### config.mk
export PLATFORM = sky130hd
export DESIGN_NAME = rice_core_fetch_stage
export DESIGN_NICKNAME = d
export VERILOG_FILES = /design/src/rtl/rice_core_fetch_stage.sv
export SDC_FILE = /design/constraint.sdc
export NUM_CORES = 1
export LEC_CHECK = 0
export ABC_CLOCK_PERIOD_IN_PS = 2900
export CORE_MARGIN = 5
export CORE_UTILIZATION = 49
export CTS_CLUSTER_SIZE = 24
export DETAILED_ROUTE_END_ITERATION = 7
export GPL_TIMING_DRIVEN = 0
export PLACE_DENSITY = 0.76
export SLEW_MARGIN = 20
export SYNTH_ARGS = -nofsm -noshare
export SYNTH_HDL_FRONTEND = slang
export SYNTH_SLANG_ARGS = --single-unit
### constraint.sdc
create_clock -name i_clk -period 2.9 [get_ports i_clk]
set_input_delay 0.435 -clock i_clk [delete_from_list [all_inputs] [get_ports i_clk]]
set_output_delay 0.435 -clock i_clk [all_outputs]
set_load 0.02 [all_outputs]
### src/rtl/rice_core_fetch_stage.sv
// IF stage: in-order imem requests, FIFO_DEPTH-entry instruction buffer, flush discards stale responses; response->o_if_valid 1 cycle.
// Backpressure: i_id_ready low holds the head and requests stop at outstanding+occupancy==FIFO_DEPTH; RICE_CORE_FETCH_BYPASS_EN adds a 0-cycle bypass.
module rice_core_fetch_stage #(
    parameter int unsigned XLEN         = 64,
    parameter logic [63:0] RESET_VECTOR = 64'h0000_0000_8000_0000,
    parameter int unsigned FIFO_DEPTH   = 2
) (
    input  logic            i_clk,
    input  logic            i_rst_n,
    input  logic            i_enable,
    output logic            o_inst_request_valid,
    input  logic            i_inst_request_ack,
    output logic [XLEN-1:0] o_inst_request_address,
    output logic            o_inst_request_issued,
    input  logic            i_inst_response_valid,
    input  logic [31:0]     i_inst_response_data,
    input  logic            i_flush,
    input  logic [XLEN-1:0] i_flush_pc,
    output logic            o_if_valid,
    input  logic            i_id_ready,
    output logic [XLEN-1:0] o_if_pc,
    output logic [31:0]     o_if_inst
);
    localparam int unsigned AW = $clog2(FIFO_DEPTH);
    localparam int unsigned CW = AW + 1;
    localparam logic [XLEN-1:0] RESET_PC = {RESET_VECTOR[XLEN-1:2], 2'b00};

    logic [XLEN-1:0] pc_q, pc_d;
    logic [CW-1:0]   out_q, out_d, drop_q, drop_d, fifo_cnt_q, fifo_cnt_d;
    logic [AW-1:0]   pcq_wr_q, pcq_wr_d, pcq_rd_q, pcq_rd_d;
    logic [AW-1:0]   fifo_wr_q, fifo_wr_d, fifo_rd_q, fifo_rd_d;
    logic [XLEN-1:0] pcq_mem_q [FIFO_DEPTH];
    logic [XLEN-1:0] pcq_mem_d [FIFO_DEPTH];
    logic [XLEN-1:0] fifo_pc_q [FIFO_DEPTH];
    logic [XLEN-1:0] fifo_pc_d [FIFO_DEPTH];
    logic [31:0]     fifo_inst_q [FIFO_DEPTH];
    logic [31:0]     fifo_inst_d [FIFO_DEPTH];

    logic [CW:0] inflight;
    logic        issue, resp_keep, resp_drop, fifo_empty;
    logic        bypass, bypass_take, fifo_push, fifo_pop;

    // Every request in flight or buffered owns a FIFO slot, so the FIFO can never overflow.
    assign inflight   = {1'b0, out_q} + {1'b0, fifo_cnt_q};
    assign o_inst_request_valid   = i_enable && !i_flush && (inflight < (CW+1)'(FIFO_DEPTH));
    assign issue                  = o_inst_request_valid && i_inst_request_ack;
    assign o_inst_request_issued  = issue;
    assign o_inst_request_address = pc_q;
    assign resp_keep  = i_inst_response_valid && (drop_q == '0);
    assign resp_drop  = i_inst_response_valid && (drop_q != '0);
    assign fifo_empty = (fifo_cnt_q == '0);

`ifdef RICE_CORE_FETCH_BYPASS_EN
    assign bypass      = resp_keep && fifo_empty && !i_flush;
    assign bypass_take = bypass && i_id_ready;
`else
    assign bypass      = 1'b0;
    assign bypass_take = 1'b0;
`endif

    assign fifo_push = resp_keep && !bypass_take;
    assign fifo_pop  = !fifo_empty && i_id_ready;

    always_comb begin
        o_if_valid = !fifo_empty || bypass;
        o_if_pc    = fifo_pc_q[fifo_rd_q];
        o_if_inst  = fifo_inst_q[fifo_rd_q];
        if (bypass) begin
            o_if_pc   = pcq_mem_q[pcq_rd_q];
            o_if_inst = i_inst_response_data;
        end
    end

    always_comb begin
        pc_d        = pc_q;
        out_d       = out_q;
        drop_d      = drop_q;
        pcq_wr_d    = pcq_wr_q;
        pcq_rd_d    = pcq_rd_q;
        fifo_wr_d   = fifo_wr_q;
        fifo_rd_d   = fifo_rd_q;
        fifo_cnt_d  = fifo_cnt_q;
        pcq_mem_d   = pcq_mem_q;
        fifo_pc_d   = fifo_pc_q;
        fifo_inst_d = fifo_inst_q;
        if (i_flush) begin
            // Whatever is still in flight after this cycle's response belongs to the old path.
            pc_d       = {i_flush_pc[XLEN-1:2], 2'b00};
            out_d      = out_q - CW'(i_inst_response_valid);
            drop_d     = out_q - CW'(i_inst_response_valid);
            pcq_wr_d   = '0;
            pcq_rd_d   = '0;
            fifo_wr_d  = '0;
            fifo_rd_d  = '0;
            fifo_cnt_d = '0;
        end else begin
            if (issue) begin
                pc_d                = pc_q + XLEN'(4);
                pcq_mem_d[pcq_wr_q] = pc_q;
                pcq_wr_d            = pcq_wr_q + AW'(1);
            end
            out_d = out_q + CW'(issue) - CW'(i_inst_response_valid);
            if (resp_drop) drop_d = drop_q - CW'(1);
            if (resp_keep) pcq_rd_d = pcq_rd_q + AW'(1);
            if (fifo_push) begin
                fifo_pc_d[fifo_wr_q]   = pcq_mem_q[pcq_rd_q];
                fifo_inst_d[fifo_wr_q] = i_inst_response_data;
                fifo_wr_d              = fifo_wr_q + AW'(1);
            end
            if (fifo_pop) fifo_rd_d = fifo_rd_q + AW'(1);
            fifo_cnt_d = fifo_cnt_q + CW'(fifo_push) - CW'(fifo_pop);
        end
    end

    always_ff @(posedge i_clk or negedge i_rst_n) begin
        if (!i_rst_n) begin
            pc_q        <= RESET_PC;
            out_q       <= '0;
            drop_q      <= '0;
            pcq_wr_q    <= '0;
            pcq_rd_q    <= '0;
            fifo_wr_q   <= '0;
            fifo_rd_q   <= '0;
            fifo_cnt_q  <= '0;
            pcq_mem_q   <= '{default: '0};
            fifo_pc_q   <= '{default: '0};
            fifo_inst_q <= '{default: '0};
        end else begin
            pc_q        <= pc_d;
            out_q       <= out_d;
            drop_q      <= drop_d;
            pcq_wr_q    <= pcq_wr_d;
            pcq_rd_q    <= pcq_rd_d;
            fifo_wr_q   <= fifo_wr_d;
            fifo_rd_q   <= fifo_rd_d;
            fifo_cnt_q  <= fifo_cnt_d;
            pcq_mem_q   <= pcq_mem_d;
            fifo_pc_q   <= fifo_pc_d;
            fifo_inst_q <= fifo_inst_d;
        end
    end

    a_resp_has_request: assert property (@(posedge i_clk) disable iff (!i_rst_n)
        i_inst_response_valid |-> (out_q != '0));

endmodule

==> impl_metrics.env <==
export IMPL_dpl_cell_area_mm2=0.0210
export IMPL_port_buffers=258
export IMPL_synthCells=1576
export IMPL_synthMuxAreaShare_pct=20.6
export IMPL_wl_met1_mm=22.9
export IMPL_r2r_start="out_q[0]"
export IMPL_pre_cts_ws_ps=-1220
export IMPL_leakage_nw=9.85
export IMPL_finalCritPeriodShare_pct=101
export IMPL_final_cell_mix="383 x dfrtp_1, 266 x mux2_2, 243 x clkdlybuf4s50_1"
export IMPL_violations="setup timing"
export IMPL_clock_path_buffers=3
export IMPL_r2r_slack_ps=10
export IMPL_drcViolationCount=0
export IMPL_met3_length_mm=4.58
export IMPL_grt_pass1_wl_mm=84.2
export IMPL_dr_wl_met2_mm=24.9
export IMPL_wl_per_cell_um=22.8
export IMPL_critPathKind="flop to primary output"
export IMPL_layout_commonest_cell="dfrtp_1"
export IMPL_synth_compound_area_share_pct=9.50
export IMPL_synthArstFlopShare_pct=100
export IMPL_r2r_cells=11
export IMPL_fp_dieW_um=200
export IMPL_swShare_pct=35.4
export IMPL_pwr_density_cell_mw_per_mm2=1040
export IMPL_maxSlewViolCount=0
export IMPL_finalHoldViolations=0
export IMPL_avgSynthCellArea_um2=11.2
export IMPL_synth_seq_cells=384
export IMPL_die_height_um=200
export IMPL_synthAdderAreaFrac_pct=0.537
export IMPL_detailed_place_hpwl_mm=38.8
export IMPL_peakVddDrop_mv=0.492
export IMPL_die_area_mm2=0.0400
export IMPL_startpoint_type="flop"
export IMPL_synth_edff_count=0
export IMPL_syn_area_mm2=0.0177
export IMPL_ys_seq_area_share_pct=54.3
export IMPL_slew_limit_headroom_pct=38.9
export IMPL_pwr_share_seq_pct=37.5
export IMPL_fin_nets=2010
export IMPL_hold_class="primary input to async pin"
export IMPL_layout_min_cycle_time_ps=2920
export IMPL_ys_types=54
export IMPL_status="complete, but fails checks"
export IMPL_final_area_mm2=0.0227
export IMPL_multi_input_area_mm2=0.00768
export IMPL_grtUsageTotal_pct=26.2
export IMPL_antenna_found_initial=1
export IMPL_max_cap_violations=0
export IMPL_setup_ws_ps=-20.2
export IMPL_cts_buffers=42
export IMPL_drive_above_1_share_pct=22.5
export IMPL_place_congestion=0.978
export IMPL_fillCellCount=2761
export IMPL_first_global_vias=14300
export IMPL_io_pins=266
export IMPL_intPower_mw=15.2
export IMPL_p_comb_share_pct=40.1
export IMPL_antenna_left=0
export IMPL_syn2layout_area_growth_pct=28.3
export IMPL_grt_overflow_total=0
export IMPL_cts_root_buf="clkbuf_16"
export IMPL_instances_no_fill=2393
export IMPL_p_clk_share_pct=22.3
export IMPL_ys_flop_type="dfrtp_1"
export IMPL_yosysWarnings=0
export IMPL_required_ps=2470
export IMPL_rsz0062_at_grt="yes"
export IMPL_dp_cells=2302
export IMPL_synth_xor_area_share_pct=0.396
export IMPL_vias=14300
export IMPL_cp_arrival_ps=2490
export IMPL_reg2reg_to="o_inst_request_address[60]"
export IMPL_critPathCaptureType="primary output"
export IMPL_worstMarginPinSlew_ps=917
export IMPL_fmax_mhz=342
export IMPL_seqCellArea_mm2=0.00961
export IMPL_core_area_mm2=0.0357
export IMPL_grt_max_degree=104
export IMPL_synth_top_family_by_area="multiplexers"
export IMPL_drt_first_iter_violations=1338
export IMPL_path_clk_slew_ps=60
export IMPL_start_util_pct=49.7
export IMPL_dr_max_layer_used="met5"
export IMPL_crit_fanout=3
export IMPL_wl_mm=54.6
export IMPL_worstSkewPairLatency_ps=550
export IMPL_num_rows=69
export IMPL_htreeDepth=2
export IMPL_synth_simple_area_share_pct=11.7
export IMPL_drt_first_pass_iters=6
export IMPL_clock_sinks=384
export IMPL_via_per_inst=5.97
export IMPL_switchingPower_mw=8.34
export IMPL_cts_tree="built"
export IMPL_diodes=0
export IMPL_setup_viol_count_final=1
export IMPL_finClkSkew_ps=20.4
==> final cells by class <==
class / count / area share [%]
Multi-Input combinational cell: 1061 / 33.8
Sequential cell: 384 / 42.3
Clock inverter: 15 / 0.562
Timing Repair Buffer: 281 / 12.6
Buffer: 112 / 2.46
Tap cell: 461 / 2.54
Clock buffer: 61 / 5.42
Inverter: 18 / 0.297
==> registers in the layout, summed over array words and instances (netlist names) <==
name                    count
drop_q                      2
fifo_wr_q                   1
pcq_rd_q                    1
fifo_rd_q                   1
o_inst_request_address     62
fifo_cnt_q                  2
fifo_inst_q                64
pcq_wr_q                    1
fifo_pc_q                 124
pcq_mem_q                 124
out_q                       2
==> cells in the mapped netlist (4+ instances only) <==
| cell type | n | area, µm² |
|---|---|---|
| mux2i_1 | 66 | 661 |
| o21ai_0 | 116 | 581 |
| o31a_1 | 4 | 35.0 |
| a41oi_1 | 5 | 43.8 |
| and2_1 | 10 | 62.6 |
| nand4_1 | 29 | 181 |
| o311ai_0 | 21 | 184 |
| buf_1 | 23 | 86.3 |
| a32oi_1 | 4 | 35.0 |
| and4_1 | 5 | 43.8 |
| nand3_1 | 48 | 240 |
| ha_1 | 6 | 75.1 |
| clkbuf_1 | 85 | 319 |
| nand2_1 | 158 | 593 |
| buf_2 | 4 | 20.0 |
| a31oi_1 | 9 | 56.3 |
| nor4_1 | 4 | 25.0 |
| or4_1 | 18 | 135 |
| dfrtp_1 | 383 | 9580 |
| or2_2 | 4 | 25.0 |
| and3_1 | 18 | 113 |
| or3_1 | 9 | 56.3 |
| buf_4 | 4 | 30.0 |
| nor2_1 | 93 | 349 |
| o211ai_1 | 23 | 173 |
| inv_1 | 18 | 67.6 |
| a221o_1 | 6 | 60.1 |
| a21oi_1 | 76 | 380 |
| xnor2_1 | 5 | 43.8 |
| mux2_2 | 266 | 3000 |
| nor3_1 | 13 | 65.1 |
| a22oi_1 | 9 | 67.6 |
==> how the worst max path moves through the flow <==
stage / start / endpoint / slack (ps) / cells past startpoint
final: out_q[0] / o_inst_request_issued / -20 / 9
after floorplan: fifo_cnt_q[0] / out_q[1] / 70 / 11
after CTS: fifo_cnt_q[0] / o_inst_request_issued / -160 / 10
after detailed placement: fifo_cnt_q[0] / o_inst_request_issued / -1220 / 9
after global routing: out_q[0] / o_inst_request_issued / -100 / 9
after global placement: i_rst_n / fifo_inst_q[39] / -14770 / 1
==> metal layers <==
metal  vias up  track usage [%]
met2       715             40.7
li1       6339                -
met1      7101             36.6
met3       141             5.66
met5         -                0
met4         2             10.0
==> worst max-delay path, stage by stage, from the launching register on <==
cell	delay [ps]
dfrtp_1	390
and2_4	160
fa_1	480
nor4b_4	210
buf_4	190
nand2_2	70
inv_2	90
clkbuf_16	130
buf_12	110
buf_8	100
==> cell families (layout without fill, tap and decap cells) <==
group / Yosys count / after routing
adder cells (fa/ha/maj): 7 / 7
flip-flops: 384 / 384
other: 1 / 4
XOR/XNOR: 8 / 8
AND/OR/NAND/NOR: 429 / 429
multiplexers: 332 / 332
AO/OA/AOI/OAI: 281 / 281
buffers and inverters: 134 / 487
==> power by group through the flow <==
stage / clock (mW) / sequential (mW) / combinational [mW]
after floorplan: 0 / 8.61 / 5.52
after global placement: 0 / 8.75 / 9.12
after detailed placement: 0 / 8.88 / 9.33
after CTS: 5.32 / 8.81 / 9.53
after global routing: 5.54 / 9.07 / 10.1
final: 5.25 / 8.83 / 9.44
==> per-stage QoR <==
stage	total power, mW	utilization [%]	TNS [ps]	hold slack [ps]
6_report	23.5	63.7	-20.2	405
5_1_grt	24.8	63.7	-449	432
4_1_cts	23.6	63.5	-271	373
3_5_place_dp	18.2	58.9	-103620	351
3_3_place_gp	17.9	58.6	-5748200	456
2_1_floorplan	14.1	-	0	139
==> what timing repair did <==
item	4_1_cts	5_1_grt
endpoints found under the setup margin	341	183
pin swaps	3	4
hold buffers	1	0
resized for setup	82	28
setup buffers	14	4
endpoints found under the hold margin	37	0
(Power assumes the default switching activity.)
